**config.mk**
```make
export PLATFORM = sky130hd
export DESIGN_NAME = e203_ifu_flush_ctrl_flat
export DESIGN_NICKNAME = d
export VERILOG_FILES = /design/src/rtl/e203_ifu_flush_ctrl_pkg.sv /design/src/rtl/e203_ifu_flush_ctrl_if.sv /design/src/rtl/e203_ifu_outs_cnt.sv /design/src/rtl/e203_ifu_flush_ctrl.sv /design/src/flat_wrapper.sv
export SDC_FILE = /design/constraint.sdc
export NUM_CORES = 1
export LEC_CHECK = 0
export CAP_MARGIN = 20
export CELL_PAD_IN_SITES_DETAIL_PLACEMENT = 0
export CELL_PAD_IN_SITES_GLOBAL_PLACEMENT = 1
export CORE_AREA = 2 2 109 111
export DETAILED_ROUTE_END_ITERATION = 8
export DIE_AREA = 0 0 111 113
export HOLD_SLACK_MARGIN = 0.08
export PLACE_DENSITY = 0.95
export SLEW_MARGIN = 40
export SYNTH_ARGS = -nofsm -noshare
export SYNTH_HDL_FRONTEND = slang
export SYNTH_HIERARCHICAL = 1
export SYNTH_SLANG_ARGS = --single-unit
```
**constraint.sdc**
```tcl
create_clock -name clk -period 5.7 [get_ports clk]
set_clock_uncertainty 0.1 [all_clocks]
set_input_delay 0.855 -clock clk [delete_from_list [all_inputs] [get_ports clk]]
set_output_delay 0.855 -clock clk [all_outputs]
set_load 0.01 [all_outputs]
```
**src/rtl/e203_ifu_flush_ctrl_pkg.sv**
```systemverilog
// Shared types and constants for the IFU flush controller.
package e203_ifu_flush_ctrl_pkg;

    localparam int unsigned PC_SIZE = 32;
    localparam int unsigned FLSH_STATE_W = 2;

    typedef enum logic [FLSH_STATE_W-1:0] {
        E203_IFU_FLSH_IDLE  = 2'd0,
        E203_IFU_FLSH_DRAIN = 2'd1,
        E203_IFU_FLSH_ISSUE = 2'd2
    } flsh_state_e;

    typedef struct packed {
        logic [PC_SIZE-1:0] pc;
        logic               flush;
    } ifu_req_t;

    // Flush target; the adder carry is dropped so the PC wraps.
    function automatic logic [PC_SIZE-1:0] flush_pc_calc(input logic [PC_SIZE-1:0] op1,
                                                         input logic [PC_SIZE-1:0] op2);
        return op1 + op2;
    endfunction

endpackage

```
**src/rtl/e203_ifu_flush_ctrl_if.sv**
```systemverilog
// Commit-flush, sequential-fetch and fetch-bus signals seen by the flush controller.
interface e203_ifu_flush_ctrl_if;
    import e203_ifu_flush_ctrl_pkg::*;

    logic               pipe_flush_req;
    logic               pipe_flush_ack;
    logic [PC_SIZE-1:0] pipe_flush_add_op1;
    logic [PC_SIZE-1:0] pipe_flush_add_op2;
    logic [PC_SIZE-1:0] pipe_flush_pc;
    logic               nrml_req_valid;
    logic               nrml_req_ready;
    logic [PC_SIZE-1:0] nrml_req_pc;
    logic               ifu_req_valid;
    logic               ifu_req_ready;
    logic [PC_SIZE-1:0] ifu_req_pc;
    logic               ifu_req_flush;
    logic               ifu_rsp_valid;
    logic               o_rsp_valid;
    logic               flush_busy;

    modport slave (
        input  pipe_flush_req, pipe_flush_add_op1, pipe_flush_add_op2, pipe_flush_pc,
        input  nrml_req_valid, nrml_req_pc, ifu_req_ready, ifu_rsp_valid,
        output pipe_flush_ack, nrml_req_ready, ifu_req_valid, ifu_req_pc, ifu_req_flush,
        output o_rsp_valid, flush_busy
    );

    modport master (
        output pipe_flush_req, pipe_flush_add_op1, pipe_flush_add_op2, pipe_flush_pc,
        output nrml_req_valid, nrml_req_pc, ifu_req_ready, ifu_rsp_valid,
        input  pipe_flush_ack, nrml_req_ready, ifu_req_valid, ifu_req_pc, ifu_req_flush,
        input  o_rsp_valid, flush_busy
    );

endinterface

```
**src/rtl/e203_ifu_outs_cnt.sv**
```systemverilog
// Outstanding fetch counter: +1 per accepted request, -1 per response.
module e203_ifu_outs_cnt #(
    parameter int unsigned CNT_W = 2
) (
    input  logic clk,
    input  logic rst_n,
    input  logic inc,
    input  logic dec,
    output logic full_c,
    output logic nxt_zero_c
);

    logic [CNT_W-1:0] cnt_q, cnt_d;

    always_comb begin
        cnt_d = cnt_q + CNT_W'(inc) - CNT_W'(dec);
    end

    always_ff @(posedge clk or negedge rst_n) begin
        if (!rst_n) cnt_q <= '0;
        else        cnt_q <= cnt_d;
    end

    assign full_c     = &cnt_q;
    assign nxt_zero_c = (cnt_d == '0);

    a_no_underflow: assert property (@(posedge clk) disable iff (!rst_n)
        dec |-> (cnt_q != '0));
    a_no_overflow: assert property (@(posedge clk) disable iff (!rst_n)
        (inc && !dec) |-> !full_c);

endmodule

```
**src/rtl/e203_ifu_flush_ctrl.sv**
```systemverilog
// Redirects IFU fetch on a commit flush: drops stale responses, then issues the flush target.
module e203_ifu_flush_ctrl
    import e203_ifu_flush_ctrl_pkg::*;
#(
    parameter int unsigned CNT_W        = 2,
    parameter bit          USE_FLUSH_PC = 1'b0
) (
    input  logic                  clk,
    input  logic                  rst_n,
    e203_ifu_flush_ctrl_if.slave  bus
);

    flsh_state_e        state_q, state_d;
    logic [PC_SIZE-1:0] pend_pc_q, pend_pc_d;
    logic [PC_SIZE-1:0] flush_pc;
    logic               fp;
    logic               full_c;
    logic               nxt_zero_c;
    logic               req_vld_c;
    logic               nrml_rdy;
    logic               rsp_fwd;
    ifu_req_t           req;

    assign fp       = bus.pipe_flush_req;
    assign flush_pc = USE_FLUSH_PC ? bus.pipe_flush_pc
                                   : flush_pc_calc(bus.pipe_flush_add_op1, bus.pipe_flush_add_op2);

    // Request valid kept out of the FSM block: the counter's next value feeds back into it.
    assign req_vld_c = (state_q == E203_IFU_FLSH_ISSUE)
                     | ((state_q == E203_IFU_FLSH_IDLE) & bus.nrml_req_valid & ~fp & ~full_c);

    e203_ifu_outs_cnt #(.CNT_W(CNT_W)) u_outs_cnt (
        .clk        (clk),
        .rst_n      (rst_n),
        .inc        (req_vld_c & bus.ifu_req_ready),
        .dec        (bus.ifu_rsp_valid),
        .full_c     (full_c),
        .nxt_zero_c (nxt_zero_c)
    );

    always_comb begin
        state_d   = state_q;
        pend_pc_d = pend_pc_q;
        req       = '{pc: bus.nrml_req_pc, flush: 1'b0};
        nrml_rdy  = 1'b0;
        rsp_fwd   = 1'b0;
        unique case (state_q)
            E203_IFU_FLSH_IDLE: begin
                nrml_rdy = bus.ifu_req_ready & ~fp & ~full_c;
                // A response in the flush cycle predates the flush and is still delivered.
                rsp_fwd  = bus.ifu_rsp_valid;
                if (fp) begin
                    pend_pc_d = flush_pc;
                    state_d   = nxt_zero_c ? E203_IFU_FLSH_ISSUE : E203_IFU_FLSH_DRAIN;
                end
            end
            E203_IFU_FLSH_DRAIN: begin
                if (fp)         pend_pc_d = flush_pc;
                if (nxt_zero_c) state_d   = E203_IFU_FLSH_ISSUE;
            end
            E203_IFU_FLSH_ISSUE: begin
                req = '{pc: pend_pc_q, flush: 1'b1};
                if (fp) pend_pc_d = flush_pc;
                // A new flush racing the handshake makes the just-issued target stale.
                if (bus.ifu_req_ready) state_d = fp ? E203_IFU_FLSH_DRAIN : E203_IFU_FLSH_IDLE;
            end
            default: state_d = E203_IFU_FLSH_IDLE;
        endcase
    end

    always_ff @(posedge clk or negedge rst_n) begin
        if (!rst_n) begin
            state_q   <= E203_IFU_FLSH_IDLE;
            pend_pc_q <= '0;
        end else begin
            state_q   <= state_d;
            pend_pc_q <= pend_pc_d;
        end
    end

    assign bus.pipe_flush_ack = 1'b1;
    assign bus.ifu_req_valid  = req_vld_c;
    assign bus.ifu_req_pc     = req.pc;
    assign bus.ifu_req_flush  = req.flush;
    assign bus.nrml_req_ready = nrml_rdy;
    assign bus.o_rsp_valid    = rsp_fwd;
    assign bus.flush_busy     = (state_q != E203_IFU_FLSH_IDLE);

    a_flush_in_issue: assert property (@(posedge clk) disable iff (!rst_n)
        bus.ifu_req_flush |-> (state_q == E203_IFU_FLSH_ISSUE));

endmodule

```
**src/flat_wrapper.sv**
```systemverilog
// flat-port wrapper written by rule: the top's interface ports become plain ports
module e203_ifu_flush_ctrl_flat import e203_ifu_flush_ctrl_pkg::*;
#(
    parameter int unsigned CNT_W        = 2,
    parameter bit          USE_FLUSH_PC = 1'b0
)
  (clk, rst_n, bus_pipe_flush_req, bus_pipe_flush_add_op1, bus_pipe_flush_add_op2, bus_pipe_flush_pc, bus_nrml_req_valid, bus_nrml_req_pc, bus_ifu_req_ready, bus_ifu_rsp_valid, bus_pipe_flush_ack, bus_nrml_req_ready, bus_ifu_req_valid, bus_ifu_req_pc, bus_ifu_req_flush, bus_o_rsp_valid, bus_flush_busy);
  e203_ifu_flush_ctrl_if bus_i ();
  input  logic clk;
  input  logic rst_n;
  input wire logic [$bits(bus_i.pipe_flush_req)-1:0] bus_pipe_flush_req;
  input wire logic [$bits(bus_i.pipe_flush_add_op1)-1:0] bus_pipe_flush_add_op1;
  input wire logic [$bits(bus_i.pipe_flush_add_op2)-1:0] bus_pipe_flush_add_op2;
  input wire logic [$bits(bus_i.pipe_flush_pc)-1:0] bus_pipe_flush_pc;
  input wire logic [$bits(bus_i.nrml_req_valid)-1:0] bus_nrml_req_valid;
  input wire logic [$bits(bus_i.nrml_req_pc)-1:0] bus_nrml_req_pc;
  input wire logic [$bits(bus_i.ifu_req_ready)-1:0] bus_ifu_req_ready;
  input wire logic [$bits(bus_i.ifu_rsp_valid)-1:0] bus_ifu_rsp_valid;
  output wire logic [$bits(bus_i.pipe_flush_ack)-1:0] bus_pipe_flush_ack;
  output wire logic [$bits(bus_i.nrml_req_ready)-1:0] bus_nrml_req_ready;
  output wire logic [$bits(bus_i.ifu_req_valid)-1:0] bus_ifu_req_valid;
  output wire logic [$bits(bus_i.ifu_req_pc)-1:0] bus_ifu_req_pc;
  output wire logic [$bits(bus_i.ifu_req_flush)-1:0] bus_ifu_req_flush;
  output wire logic [$bits(bus_i.o_rsp_valid)-1:0] bus_o_rsp_valid;
  output wire logic [$bits(bus_i.flush_busy)-1:0] bus_flush_busy;
  assign bus_i.pipe_flush_req = bus_pipe_flush_req;
  assign bus_i.pipe_flush_add_op1 = bus_pipe_flush_add_op1;
  assign bus_i.pipe_flush_add_op2 = bus_pipe_flush_add_op2;
  assign bus_i.pipe_flush_pc = bus_pipe_flush_pc;
  assign bus_i.nrml_req_valid = bus_nrml_req_valid;
  assign bus_i.nrml_req_pc = bus_nrml_req_pc;
  assign bus_i.ifu_req_ready = bus_ifu_req_ready;
  assign bus_i.ifu_rsp_valid = bus_ifu_rsp_valid;
  assign bus_pipe_flush_ack = bus_i.pipe_flush_ack;
  assign bus_nrml_req_ready = bus_i.nrml_req_ready;
  assign bus_ifu_req_valid = bus_i.ifu_req_valid;
  assign bus_ifu_req_pc = bus_i.ifu_req_pc;
  assign bus_ifu_req_flush = bus_i.ifu_req_flush;
  assign bus_o_rsp_valid = bus_i.o_rsp_valid;
  assign bus_flush_busy = bus_i.flush_busy;
  e203_ifu_flush_ctrl #(.CNT_W(CNT_W), .USE_FLUSH_PC(USE_FLUSH_PC)) u_core (.clk(clk), .rst_n(rst_n), .bus(bus_i));
endmodule
```
=== Word level (Yosys, flattened, before mapping) ===
Cells that the tools add are included.

* Output and inout bits: 38
* Flip-flop bits (word level): 36
* Input bits: 134
* Logic and storage cells: 36

* Bitwise logic cells: 9
* Add/sub/neg operators: 3
* Mux-type cells: 9
* Equal/unequal tests: 5
* Reduce and logical (&&, ||, !) cells: 7

{| class="wikitable"
|+ Operators with widths
! operator !! count
|-
| 33-bit two-way mux || 1
|-
| 32-bit adder || 1
|-
| 2-bit two-way mux || 4
|-
| 1-bit bitwise AND || 6
|-
| 2-bit case mux with 3 select lines || 1
|-
| 2-bit logical NOT || 2
|-
| 2-bit inequality test, second input constant || 2
|-
| 2-bit AND reduction || 2
|-
| 1-bit two-way mux || 3
|-
| 3-bit AND reduction || 1
|-
| 3-bit OR reduction || 1
|-
| 2-bit by 1-bit adder with 2-bit output || 1
|-
| 2-bit by 1-bit == test with 1-bit output, second input constant || 1
|-
| 2-bit == test, second input constant || 1
|-
| 2-bit by 1-bit inequality test with 1-bit output, second input constant || 1
|-
| 1-bit inverter || 2
|-
| 2-bit nonzero test || 1
|-
| 2-bit by 1-bit subtractor with 2-bit output || 1
|-
| 1-bit bitwise OR || 1
|}

=== Longest topological paths before layout ===
Gate-level depths: netlist (run 1).

* Word-level depth: 12
* Gate-level depth with buffers: 10
* Depth with buffers taken out: 10

=== Modules after synthesis ===
The synthesis (run 1) kept the hierarchy.

{| class="wikitable"
|+ Modules (own cells, without submodules)
! module !! cells each !! area an instance (sq um) !! instances !! sequential area each (sq um)
|-
| e203_ifu_flush_ctrl || 418 || 3440.8 || 1 || 850.8
|-
| e203_ifu_outs_cnt || 9 || 118.9 || 1 || 50.0
|}

=== Least setup slack after synthesis (run 1) ===
Ideal clock, no wire load.

* Path kind: input to register
* From: input bus_pipe_flush_add_op1[0]
* To: register u_core.pend_pc_q[30]
* Stages on the path: 9
* Arrival time: 2.894 ns
* Buffers on the path: 0
* Data required time: 5.529 ns
* Setup time: 0.071 ns
* Setup slack: 2.635 ns
* Cells stage by stage: ha_1 fa_1 a21o_1 a221oi_2 nand3b_1 and2_1 nor4_1 or4_1 nand4_1

* Cells in the longest elaborated chain, start to end: 1

{| class="wikitable"
|+ RTL lines
! item !! RTL line !! RTL
|-
| from (decl) || flat_wrapper.sv:12 || <nowiki>input wire logic [$bits(bus_i.pipe_flush_add_op1)-1:0] bus_pipe_flush_add_op1;</nowiki>
|-
| 32-bit adder || e203_ifu_flush_ctrl_pkg.sv:21 || <nowiki>return op1 + op2;</nowiki>
|-
| to (signal assigned) || e203_ifu_flush_ctrl.sv:77 || <nowiki>pend_pc_q <= pend_pc_d;</nowiki>
|-
| to (decl) || e203_ifu_flush_ctrl.sv:14 || <nowiki>logic [PC_SIZE-1:0] pend_pc_q, pend_pc_d;</nowiki>
|}

No other way between the ends.
A chain may end at the register's enable or synchronous reset.

=== Worst setup path after layout (run 1) ===
* From: input bus_pipe_flush_add_op1[0]
* To: register u_core.pend_pc_q[28]

Same word-level chain as after synthesis.

==> results of run 1 <==
[final cells by class]
| type | count | share of cell area [%] |
|---|---|---|
| Clock buffer | 7 | 2.93 |
| Inverter | 14 | 1.01 |
| Multi-Input combinational cell | 357 | 48.3 |
| Sequential cell | 36 | 17.3 |
| Tap cell | 143 | 3.44 |
| Timing Repair Buffer | 139 | 27.0 |
[logic make-up after synthesis]
family,share of synthesized area [%]
AO/OA/AOI/OAI,23.6
XOR/XNOR,5.83
adder cells (fa/ha/maj),12.2
buffers and inverters,4.46
flip-flops,25.3
multiplexers,10.1
other,0.105
AND/OR/NAND/NOR,18.4
[synth_stat cells (2+ instances only)]
cell type | n | area share (%)
nand2_2 | 2 | 0.35
nand3b_1 | 2 | 0.42
ha_1 | 33 | 12
clkbuf_1 | 12 | 1.3
nand3_1 | 13 | 1.8
inv_1 | 14 | 1.5
o31ai_1 | 2 | 0.42
buf_6 | 3 | 0.95
a31oi_1 | 3 | 0.53
xor2_1 | 8 | 2.0
a221oi_1 | 3 | 0.74
o221ai_1 | 3 | 0.74
o21ai_1 | 2 | 0.28
a21oi_1 | 36 | 5.1
a21o_1 | 9 | 1.9
o22ai_1 | 2 | 0.35
xnor2_1 | 13 | 3.2
nand2_1 | 59 | 6.2
buf_2 | 4 | 0.56
nand4_1 | 9 | 1.6
o211ai_1 | 3 | 0.63
o21bai_1 | 5 | 1.1
mux2_2 | 32 | 10
or4_1 | 2 | 0.42
a211o_1 | 3 | 0.74
o21ai_0 | 35 | 4.9
nor3_1 | 9 | 1.3
o21a_1 | 6 | 1.3
nor2_1 | 20 | 2.1
and3_1 | 5 | 0.88
and2_1 | 7 | 1.2
a211oi_1 | 3 | 0.63
o311ai_0 | 2 | 0.49
dfrtp_1 | 36 | 25
[sequential cells by signal (all words and copies together), names as in the netlist]
register,cells
u_core/state_q,2
u_core/pend_pc_q,32
u_core/u_outs_cnt/cnt_q,2
[where the power goes]
part	switching, mW	internal, mW
clock	0.0984	0.183
combinational	0.329	0.381
sequential	0.0624	0.344
total	0.489	0.909
[per-stage QoR]
| step | worst slack, ns | power [mW] |
|---|---|---|
| CTS | 2.20 | 1.41 |
| floorplan | 2.64 | 0.806 |
| detailed placement | 1.92 | 1.12 |
| global route | 1.98 | 1.49 |
| global placement | 1.90 | 1.09 |
| finish | 2.18 | 1.40 |
[worst reg2reg max path: cells and delay by family (launching register included)]
kind            cells  cell delay, ns
compound gates      3            0.33
fa+ha+maj           1            0.15
flops               1            0.38
simple gates        5            0.70
xor+xnor            1            0.24
[layer usage]
metal  vias to the layer above  share of wire [%]  GRT usage, %
li1                       1816                  -             -
met1                      1659                 45          22.6
met2                       113                 49          28.4
met3                        10                5.3          1.98
met4                         0                1.2          3.75
met5                         -                  0             0
[worst paths after layout]
check                                                start              endpoint  slack (ns)
worst max-delay path             bus_pipe_flush_add_op1[0]  u_core/pend_pc_q[28]        2.18
worst max register to register  u_core/u_outs_cnt/cnt_q[1]     u_core/state_q[1]        3.71
max in group asynchronous                            rst_n  u_core/pend_pc_q[15]        4.74
worst min-delay path                  u_core/pend_pc_q[14]  u_core/pend_pc_q[14]        0.37
min in group asynchronous                            rst_n  u_core/pend_pc_q[27]        0.43
worst min register to register        u_core/pend_pc_q[14]  u_core/pend_pc_q[14]        0.37
[layout by cell type, fill, tap and decap left out, drive strengths merged, types with 2 or more instances in the layout]
cell	count
or4	2
mux2	32
o21bai	5
or3	2
nor3	9
and3	5
o22ai	2
xnor2	13
a221oi	4
a21oi	37
a21o	9
nand3	13
clkbuf	7
inv	14
dfrtp	36
o21a	6
o21ai	38
o311ai	2
buf	2
clkdlybuf4s50	137
and2	7
xor2	8
nand2	61
nand4	9
o221ai	3
a211oi	3
nor2	21
o31ai	2
nand3b	2
a211o	3
ha	33
a31oi	3
o211ai	4
==> reports/metrics.cfg, run 1 <==
[sta]
tns_ns=0
fin_crit_ns=3.52
worst_pin_slew_ns=0.609
hold_violations=0
slew_headroom_pct=59.4
rsz0062_at_grt=false
hold_ws_ns=0.373
fmax_mhz=284
fin_crit_sh_pct=61.8
setup-violations-final=0
drv_slew=0

[worst_setup_path]
cp-start-kind=input port
required_ns=5.76
cp.depth=10
cp.arrival_ns=3.58
crit_top_cell=nor3_1
path_cells=clkdlybuf4s50_1 -> ha_1 -> fa_1 -> a21o_1 -> a221oi_2 -> nor3_1 -> o22ai_1 -> nor3_1 -> a211o_1 -> o311ai_0
critical-path-max-stage-delay_ns=0.43
crit_buf_inv=1
criticalPathCategory=input port to flop
cpLargestDelayFamily=compound AO/OA/AOI/OAI gates
crit_slowest_cell=a221oi_2
end_kind=flop
path_max_fanout=4
ff2ff_path_depth=10

[drt]
drt-vias-per-instance=5.17
drc=0
via_count=3598
drt-total-wl_mm=10.8
drtIter0Drc=199
ant_nets=0
routedWlPerCell_um=15.5
firstDrtPassIters=5

[grt]
track_usage_pct=16.6
grt_pass1_vias=3486
antenna_found_initial=0
grt-ovfl-total=0
grt_start_max_net_pins=65
grt_pass1_wl_mm=17.3

[job]
drv_cap=0

[placement]
place_congestion=0.866
dpl_cell_area_um2=5050
dp_hpwl_mm=8.80
portBuffers=138
dp_cells=689

[final_layout]
drive_above_1_share_pct=9.95
fin_util_pct=46.2
synthToLayoutAreaGrowth_pct=46.3
n_fill_cell=1116
diodes=0
multiInputGateArea_um2=2510
final_cells=696
register_area_um2=901
nets=721
design_area_um2=5210

[clock_tree]
cts_tree=yes
cts_resized=0
cts_setup_buffers=0
hold_buffers=0
cts_root_buffer=clkbuf_16
insertion_delay_ns=0.27
cts_buffer_depth=2
clk_pin_slew_ns=0.06
cts_buffers=5
cts_sinks=36
h-tree-depth=2

[yosys]
synth_area_um2=3560
synthArstFlopShare_pct=100
yosysSeqAreaShare_pct=25.3
synth-main-ff-cell=dfrtp_1
synth_edf_count=0
netlist_instances=427
synth_nets=595
ys_types=61
synth-seq-cells=36
ys_warn_count=6
avgSynthCellArea_um2=8.34

[min_path]
hold_depth=2
hold_class=flop to flop

[power]
ir_drop_mv=0.130
p_leak_nw=2.14
power_density_nw_per_um2=269

[die]
fp.dieH_um=113
core_um2=11300
fp.dieW_um=111
num_rows=39
io_pins=172
dieArea_um2=12500
initial_utilization_pct=31.6

[run_status]
status=complete, no violations

No activity file was read; power rests on OpenSTA's default activity.
==> run 2, diff against run 1 <==
- CORE_AREA: 2 2 109 111 -> 2 2 114 116
- DIE_AREA: 0 0 111 113 -> 0 0 116 118
- PLACE_DENSITY: 0.95 -> 0.92
- clock period: 5.7 -> 3.6 ns (I/O delays scaled with it)
==> run 2 against run 1 <==
  * Combinational power is 55% higher
  * Design area is 0.87% higher
  * Die area is 9.1% higher
  * Cell count is 4.7% higher
  * Worst hold slack worse by 0.27 ns
  * Utilization is 3.9 points lower
  * Critical path depth stayed put
  * Critical path type unchanged
  * Critical endpoint is now u_core/pend_pc_q[30]
  * Largest cell class unchanged
==> reports/metrics.cfg, run 2 (synthesis results as in run 1) <==
[drt]
via_count=3530  ; -1.9%
routedWlPerCell_um=14.5  ; -6.6%
drt-vias-per-instance=4.84  ; -6.3%
drt-total-wl_mm=10.5  ; -2.2%
drtIter0Drc=227  ; +14%
ant_nets=0  ; unchanged
drt-met1-wl_mm=4.95  ; +2.6%
firstDrtPassIters=5  ; unchanged
routed.top_layer=met4
dr_wl_met2_mm=5.02  ; -4.3%
route.met3.wl_um=474  ; -17%
drc=0  ; unchanged

[worst_setup_path]
ff2ff_path_depth=10  ; unchanged
critical-path-max-stage-delay_ns=0.48  ; +0.05 ns
criticalPathCategory=input port to flop
r2r_start=u_core/u_outs_cnt/cnt_q[1]
r2r-end=u_core/state_q[1]
cp-start-kind=input port
cp.arrival_ns=3.20  ; -0.38 ns
path_max_fanout=3  ; -1
end_kind=flop
path_cells=clkdlybuf4s50_1 -> ha_1 -> fa_1 -> a21o_1 -> a221oi_2 -> nand3b_1 -> and2_1 -> nor4_1 -> or4_1 -> nand4_1
required_ns=3.71  ; -2.05 ns
reg2reg_slack_ns=1.60  ; -2.11 ns
crit_slowest_cell=or4_1

[clock_tree]
h-tree-depth=2  ; unchanged
cts_resized=0  ; unchanged
cts_tree=yes
hold_buffers=0  ; unchanged
cts_buffers=5  ; unchanged
insertion_delay_ns=0.27  ; about the same
cts_sinks=36  ; unchanged
clk_pin_slew_ns=0.05  ; about the same
cts_setup_buffers=0  ; unchanged
cts_root_buffer=clkbuf_16
cts_buffer_depth=2  ; unchanged

[placement]
place_congestion=0.866  ; unchanged
portBuffers=138  ; unchanged
dpl_cell_area_um2=5080  ; +0.62%
dp_hpwl_mm=8.71  ; -1.1%
place_ws_ns=0.229  ; -1.69 ns

[grt]
track_usage_pct=15.4  ; -1.2 points
grt_pass1_vias=3556  ; +2.0%
antenna_found_initial=0  ; unchanged
grt-ovfl-total=0  ; unchanged
grt_start_max_net_pins=48  ; -26%
grt_pass1_wl_mm=17.2  ; -0.52%

[die]
io_pins=172  ; unchanged
initial_utilization_pct=28.7  ; -2.9 points
fp.dieH_um=118  ; +4.4%
fp.dieW_um=116  ; +4.5%
num_rows=41  ; +5.1%
dieArea_um2=13700  ; +9.1%
core_um2=12400  ; +10%

[final_layout]
largest_registers=u_core/pend_pc_q (32), u_core/state_q (2), u_core/u_outs_cnt/cnt_q (2)
drive_above_1_share_pct=10.4  ; +0.47 points
nets=724  ; +0.42%
synthToLayoutAreaGrowth_pct=47.5
regMostFlops=u_core/pend_pc_q
diodes=0  ; unchanged
design_area_um2=5250  ; +0.87%
final_cell_mix=clkdlybuf4s50_1 (137), nand2_1 (58), a21oi_1 (36), dfrtp_1 (36), o21ai_0 (35)
final_common_cell=clkdlybuf4s50_1
largest_reg_flops=32  ; unchanged

[power]
p_leak_nw=2.15  ; +0.51%
ir_drop_mv=0.180  ; +39%
power_density_nw_per_um2=426  ; +59%
totalPowerFinal_mw=2.24  ; +60%

[sta]
fin_crit_ns=3.09
fin_crit_sh_pct=85.9
rsz0062_at_grt=false
hold_violations=0  ; unchanged
tns_ns=0  ; unchanged
fmax_mhz=323
hold_ws_ns=0.108  ; -0.265 ns
setup-violations-final=0  ; unchanged
setup_ws_ns=0.507  ; -1.67 ns
drv_slew=0  ; unchanged
slew_headroom_pct=61.9  ; +2.5 points
worst_pin_slew_ns=0.572  ; -0.0372 ns

[run_status]
status=complete, no violations

[job]
drv_cap=0  ; unchanged

[min_path]
hold_class=input port to asynchronous set/reset pin

run 2: layer usage:
metal | vias up | track usage [%]
met4 | 0 | 3.42
met5 | - | 0
met1 | 1594 | 20.8
met3 | 7 | 1.91
li1 | 1824 | -
met2 | 105 | 26.0
run 2: per-stage QoR:
stage               utilization (%)  instances
floorplan                         -        427
global placement               41.0        721
detailed placement             41.0        721
CTS                            42.3        729
global route                   42.3        729
finish                         42.3        729
run 2: final cells by class:
cell class | instances | area [um2]
fillers | 1257 | 7160
multi-input cells | 357 | 2510
repair buffers | 142 | 1410
flip-flops and latches | 36 | 901
well taps | 172 | 215
clock buffers | 6 | 129
inverters | 14 | 52.6
clock inverters | 2 | 35.0
run 2: critical path: cells and delay by family:
| family | cells | cell delay [ns] |
|---|---|---|
| AOI/OAI and AO/OA | 2 | 0.56 |
| adders and majority gates | 2 | 0.65 |
| buffers and inverters | 1 | 0.41 |
| and+or+nand+nor | 5 | 1.03 |
run 2: worst max path at each step:
stage | start | end | slack [ns] | cells past startpoint
global route | bus_pipe_flush_add_op1[0] | u_core/pend_pc_q[30] | 0.39 | 10
CTS | bus_pipe_flush_add_op1[0] | u_core/pend_pc_q[30] | 0.50 | 10
floorplan | bus_pipe_flush_add_op1[0] | u_core/pend_pc_q[30] | 0.85 | 9
finish | bus_pipe_flush_add_op1[0] | u_core/pend_pc_q[30] | 0.51 | 10
detailed placement | bus_pipe_flush_add_op1[0] | u_core/pend_pc_q[30] | 0.23 | 10
global placement | bus_pipe_flush_add_op1[0] | u_core/pend_pc_q[30] | 0.25 | 10
run 2: where the power goes:
| part | total [mW] | switching [mW] | internal, mW |
|---|---|---|---|
| logic | 1.10 | 0.508 | 0.596 |
| clock network | 0.479 | 0.154 | 0.325 |
| registers | 0.654 | 0.109 | 0.545 |
==> variant 1, RTL diff (settings of run 2) <==
`USE_FLUSH_PC` is set to 1'b0 in 2 places; all go to 1'b1.
--- a/src/rtl/e203_ifu_flush_ctrl.sv
+++ b/src/rtl/e203_ifu_flush_ctrl.sv
@@ -3,7 +3,7 @@
     import e203_ifu_flush_ctrl_pkg::*;
 #(
     parameter int unsigned CNT_W        = 2,
-    parameter bit          USE_FLUSH_PC = 1'b0
+    parameter bit          USE_FLUSH_PC = 1'b1
 ) (
     input  logic                  clk,
     input  logic                  rst_n,
--- a/src/flat_wrapper.sv
+++ b/src/flat_wrapper.sv
@@ -2,7 +2,7 @@
 module e203_ifu_flush_ctrl_flat import e203_ifu_flush_ctrl_pkg::*;
 #(
     parameter int unsigned CNT_W        = 2,
-    parameter bit          USE_FLUSH_PC = 1'b0
+    parameter bit          USE_FLUSH_PC = 1'b1
 )
   (clk, rst_n, bus_pipe_flush_req, bus_pipe_flush_add_op1, bus_pipe_flush_add_op2, bus_pipe_flush_pc, bus_nrml_req_valid, bus_nrml_req_pc, bus_ifu_req_ready, bus_ifu_rsp_valid, bus_pipe_flush_ack, bus_nrml_req_ready, bus_ifu_req_valid, bus_ifu_req_pc, bus_ifu_req_flush, bus_o_rsp_valid, bus_flush_busy);
   e203_ifu_flush_ctrl_if bus_i ();
Behaviour: not the same (Yosys sat finds a counterexample within 4 cycles, from zero or initial values and one cycle with rst_n low).
==> variant 1 against run 2 <==
- via count is 58% lower
- cell area down 38%
- area after synthesis shrank 47%
- critical path type is now flip-flop to primary output
- cell count fell by 43%
- routed wire length down 47%
- total power fell by 22%
- first-iteration DRC count down 89%
- worst setup slack improved by 0.036 ns
- sequential cell count unchanged
- count of clock-buffer cells in the layout up 2
- critical path depth decreased by 6
- largest cell class is now buffers
==> variant 1: results (changes against run 2) <==
| Metric | Value |
|---|---|
| Placed insts | `404 (-44%)` |
| Pre-CTS setup slack | `0.592 ns (+0.363 ns)` |
| Post-Synthesis Cells | `132 (-69%)` |
| Routed vias/inst | `3.62 (-25%)` |
| Mux contribution to synthesized area | `0.384 (+0.283)` |
| Synth Area in Compound Gates | `0.0191 (-0.217)` |
| Final wirelength | `5630 µm (-47%)` |
| DRT iter0 DRCs | `25 (-89%)` |
| Status | `complete, no violations` |
| Synth unique cells | `24 (-61%)` |
| Layout non-clock buf frac | `0.330 (+0.0617)` |
| Int Pwr | `1250 µW (-15%)` |
| Worst-path fanout max | `32 (+29)` |
| #MultiIn Comb | `84 (-76%)` |
| # port buffers | `106 (-23%)` |
| Largest net degree at the start of global routing | `37 (-23%)` |
| Leak pwr | `0.00128 µW (-40%)` |
| Max rail drop VDD | `0.130 mV (-28%)` |
| Mapped Nets | `268 (-55%)` |
| Area share of xor/xnor cells in the synthesized design | `0.0125 (-0.0458)` |
| Tot GR Track Use | `0.0825 (-0.0711)` |
| CTS buffer count | `5 (unchanged)` |
| FILL cells | `1336 (+6.3%)` |
| List of most frequent post-synthesis cells | `62 x mux2_2, 36 x dfrtp_1, 6 x buf_6, 4 x inv_1, 3 x nor2_1` |
| TritonRoute pass-1 iters | `2 (-3)` |
| Worst r2r path cells | `8 (-2)` |
| Non-clk bufs | `107 (-25%)` |
| RD Place Congestion | `0.604 (-30%)` |
| Final Instance Area | `3270 µm² (-38%)` |
| First-pass GRT wire length | `8510 µm (-50%)` |
| Clkbuf count | `8 (+2)` |
| Placement Cell Area | `3120 µm² (-39%)` |
| Hold WS | `0.130 ns (+0.0217 ns)` |
| Vias in the first global route | `1643 (-54%)` |
| Multi-input logic portion of the cell area | `0.278 (-0.200)` |
| Worst flop-to-flop path endpoint | `u_core/state_q[0]` |
| WP data arrival | `2.42 ns (-0.78 ns)` |
| Worst Max-Slew Pin Slew | `0.759 ns (+0.187 ns)` |
-- variant 1: cell types whose count changed after synthesis, moves of 9 or more --
cell / before / now
nand2_1: 59 / 1
a21oi_1: 36 / 0
o21ai_0: 35 / 0
ha_1: 33 / 2
mux2_2: 32 / 62
nor2_1: 20 / 3
nand3_1: 13 / 0
xnor2_1: 13 / 0
clkbuf_1: 12 / 0
inv_1: 14 / 4
a21o_1: 9 / 0
nand4_1: 9 / 0
nor3_1: 9 / 0
-- variant 1: metal layers --
| layer | GRT usage | part of all wire | up-vias |
|---|---|---|---|
| met3 | 0.0237 | 0.062 | 7 |
| met5 | 0 | 0 | - |
| met4 | 0.0246 | 0.011 | 0 |
| met2 | 0.154 | 0.53 | 57 |
| met1 | 0.0884 | 0.39 | 742 |
| li1 | - | - | 685 |
-- variant 1: worst max-delay path, stage by stage (launching register included) --
cell and delay [ns]:
dfrtp_1 0.45, nand2b_4 0.20, inv_2 0.57, mux2_2 0.42
clkdlybuf4s50_1 0.48
-- variant 1: how the worst max path moves through the flow --
stage / from / to / slack, ns / cells past startpoint
after CTS: u_core/state_q[0] / bus_ifu_req_pc[15] / 0.50 / 4
after floorplan: bus_pipe_flush_req / u_core/state_q[0] / 1.28 / 7
after global placement: bus_pipe_flush_req / u_core/state_q[0] / 0.64 / 8
after global routing: u_core/state_q[0] / bus_ifu_req_pc[12] / 0.44 / 4
final: u_core/state_q[0] / bus_ifu_req_pc[0] / 0.54 / 4
after detailed placement: bus_pipe_flush_req / u_core/state_q[0] / 0.59 / 8
-- variant 1: power groups by stage --
stage               Sequential, µW  Combinational (µW)  Clock [µW]
floorplan                      569                 435           0
global placement               586                 714           0
detailed placement             595                 737           0
CTS                            589                 740         467
global route                   602                 782         481
finish                         588                 724         441
==> variant 2, RTL diff (flow settings as in run 2) <==
Made on the original files. The 3 states of `flsh_state_e` get a one-hot encoding in 3 bits.
--- a/src/rtl/e203_ifu_flush_ctrl_pkg.sv
+++ b/src/rtl/e203_ifu_flush_ctrl_pkg.sv
@@ -4,10 +4,10 @@
     localparam int unsigned PC_SIZE = 32;
     localparam int unsigned FLSH_STATE_W = 2;
 
-    typedef enum logic [FLSH_STATE_W-1:0] {
-        E203_IFU_FLSH_IDLE  = 2'd0,
-        E203_IFU_FLSH_DRAIN = 2'd1,
-        E203_IFU_FLSH_ISSUE = 2'd2
+    typedef enum logic [2:0] {
+        E203_IFU_FLSH_IDLE  = 3'b001,
+        E203_IFU_FLSH_DRAIN = 3'b010,
+        E203_IFU_FLSH_ISSUE = 3'b100
     } flsh_state_e;
 
     typedef struct packed {
Check against the original RTL: same outputs for any inputs over 10 cycles, from zero or initial values and one cycle with rst_n low; not proved beyond that.
==> variant 2 against run 2 <==
- routed wire length is 19% higher
- sequential cell count is 1 higher
- cell area is 9.9% higher
- sequential share of layout area is 1.1 points lower
- largest power group unchanged
- area after synthesis is 13% higher
- critical path depth is 5 lower
- highest routed layer unchanged
- worst setup slack better by 0.083 ns
- count of clock-buffer cells in the layout stayed put
- total power is 21% higher
==> variant 2: results (changes against run 2) <==
| Metric | Value |
|---|---|
| RD Place Congestion | `0.885 (+2.2%)` |
| Met3 WL | `859 µm (+81%)` |
| List of most frequent post-synthesis cells | `56 x nand2_1, 40 x a21oi_1, 36 x dfrtp_1, 33 x ha_1, 32 x mux2_2` |
| Met1 Routed Length | `5400 µm (+9.3%)` |
| Worst Max-Slew Pin Slew | `0.807 ns (+0.235 ns)` |
| FILL cells | `1222 (-2.8%)` |
| Final wirelength | `12600 µm (+19%)` |
| GRT met1 Usage | `0.239 (+0.0314)` |
| First-pass GRT wire length | `20500 µm (+19%)` |
| CP Capture Point | `bus_ifu_req_pc[19]` |
| Worst r2r src | `u_core/state_q[0]` |
| GR Util met3 | `0.0304 (+0.0113)` |
| Sequential-to-total area share from yosys stat | `0.230 (-0.0229)` |
| Vias in the first global route | `4309 (+21%)` |
| Routed vias/inst | `5.46 (+13%)` |
| Non-clk bufs | `149 (+4.9%)` |
| Hpwl dp | `10100 µm (+16%)` |
| Flop-to-flop setup slack | `1.03 ns (-0.57 ns)` |
| Layout non-clock buf frac | `0.255 (-0.0130)` |
| Synth top area cells | `dfrtp_1 22%, ha_1 10%, mux2_2 8.9%` |
| Max rail drop VDD | `0.267 mV (+48%)` |
| Tot GR Track Use | `0.182 (+0.0285)` |
| Mapped cell area | `4030 µm² (+13%)` |
| Worst-path fanout max | `22 (+19)` |
| Synth unique cells | `71 (+16%)` |
| DRT iter0 DRCs | `325 (+43%)` |
| Critical Path Source Type | `flip-flop` |
| Worst flop-to-flop path endpoint | `u_core/state_q[2]` |
| Seq cells post-synth | `37 (+2.8%)` |
| Status | `complete, no violations` |
| Pre-CTS setup slack | `0.411 ns (+0.181 ns)` |
| WL met2 | `6140 µm (+22%)` |
| Clock buf/inv share | `0.0306 (-0.000654)` |
| Mapped Nets | `667 (+12%)` |
| Min Tclk post-route | `3.01 ns (-0.0834 ns)` |
| WP data arrival | `2.37 ns (-0.83 ns)` |
==> variant 2: worst max-delay path, delay by kind of cell (launching register included) <==
family | cells | cell delay, ns
flip-flops | 1 | 0.39
multiplexers | 1 | 0.36
AND/OR/NAND/NOR | 2 | 0.63
buffers and inverters | 2 | 0.72
==> variant 2: logic make-up (layout without fill, tap and decap cells) <==
| kind of cell | count (synthesis) | count (layout) | share of synthesized area |
|---|---|---|---|
| other | 1 | 1 | 0.000931 |
| multiplexers | 34 | 34 | 0.0944 |
| XOR/XNOR | 12 | 12 | 0.0298 |
| AND/OR/NAND/NOR | 184 | 184 | 0.235 |
| AO/OA/AOI/OAI | 152 | 152 | 0.255 |
| adder cells (fa/ha/maj) | 34 | 34 | 0.107 |
| buffers and inverters | 45 | 173 | 0.0472 |
| flip-flops | 37 | 37 | 0.230 |
==> variant 2: where the power goes <==
| group | switching (µW) | internal [µW] |
|---|---|---|
| combinational | 735 | 675 |
| sequential | 148 | 627 |
| clock | 179 | 346 |
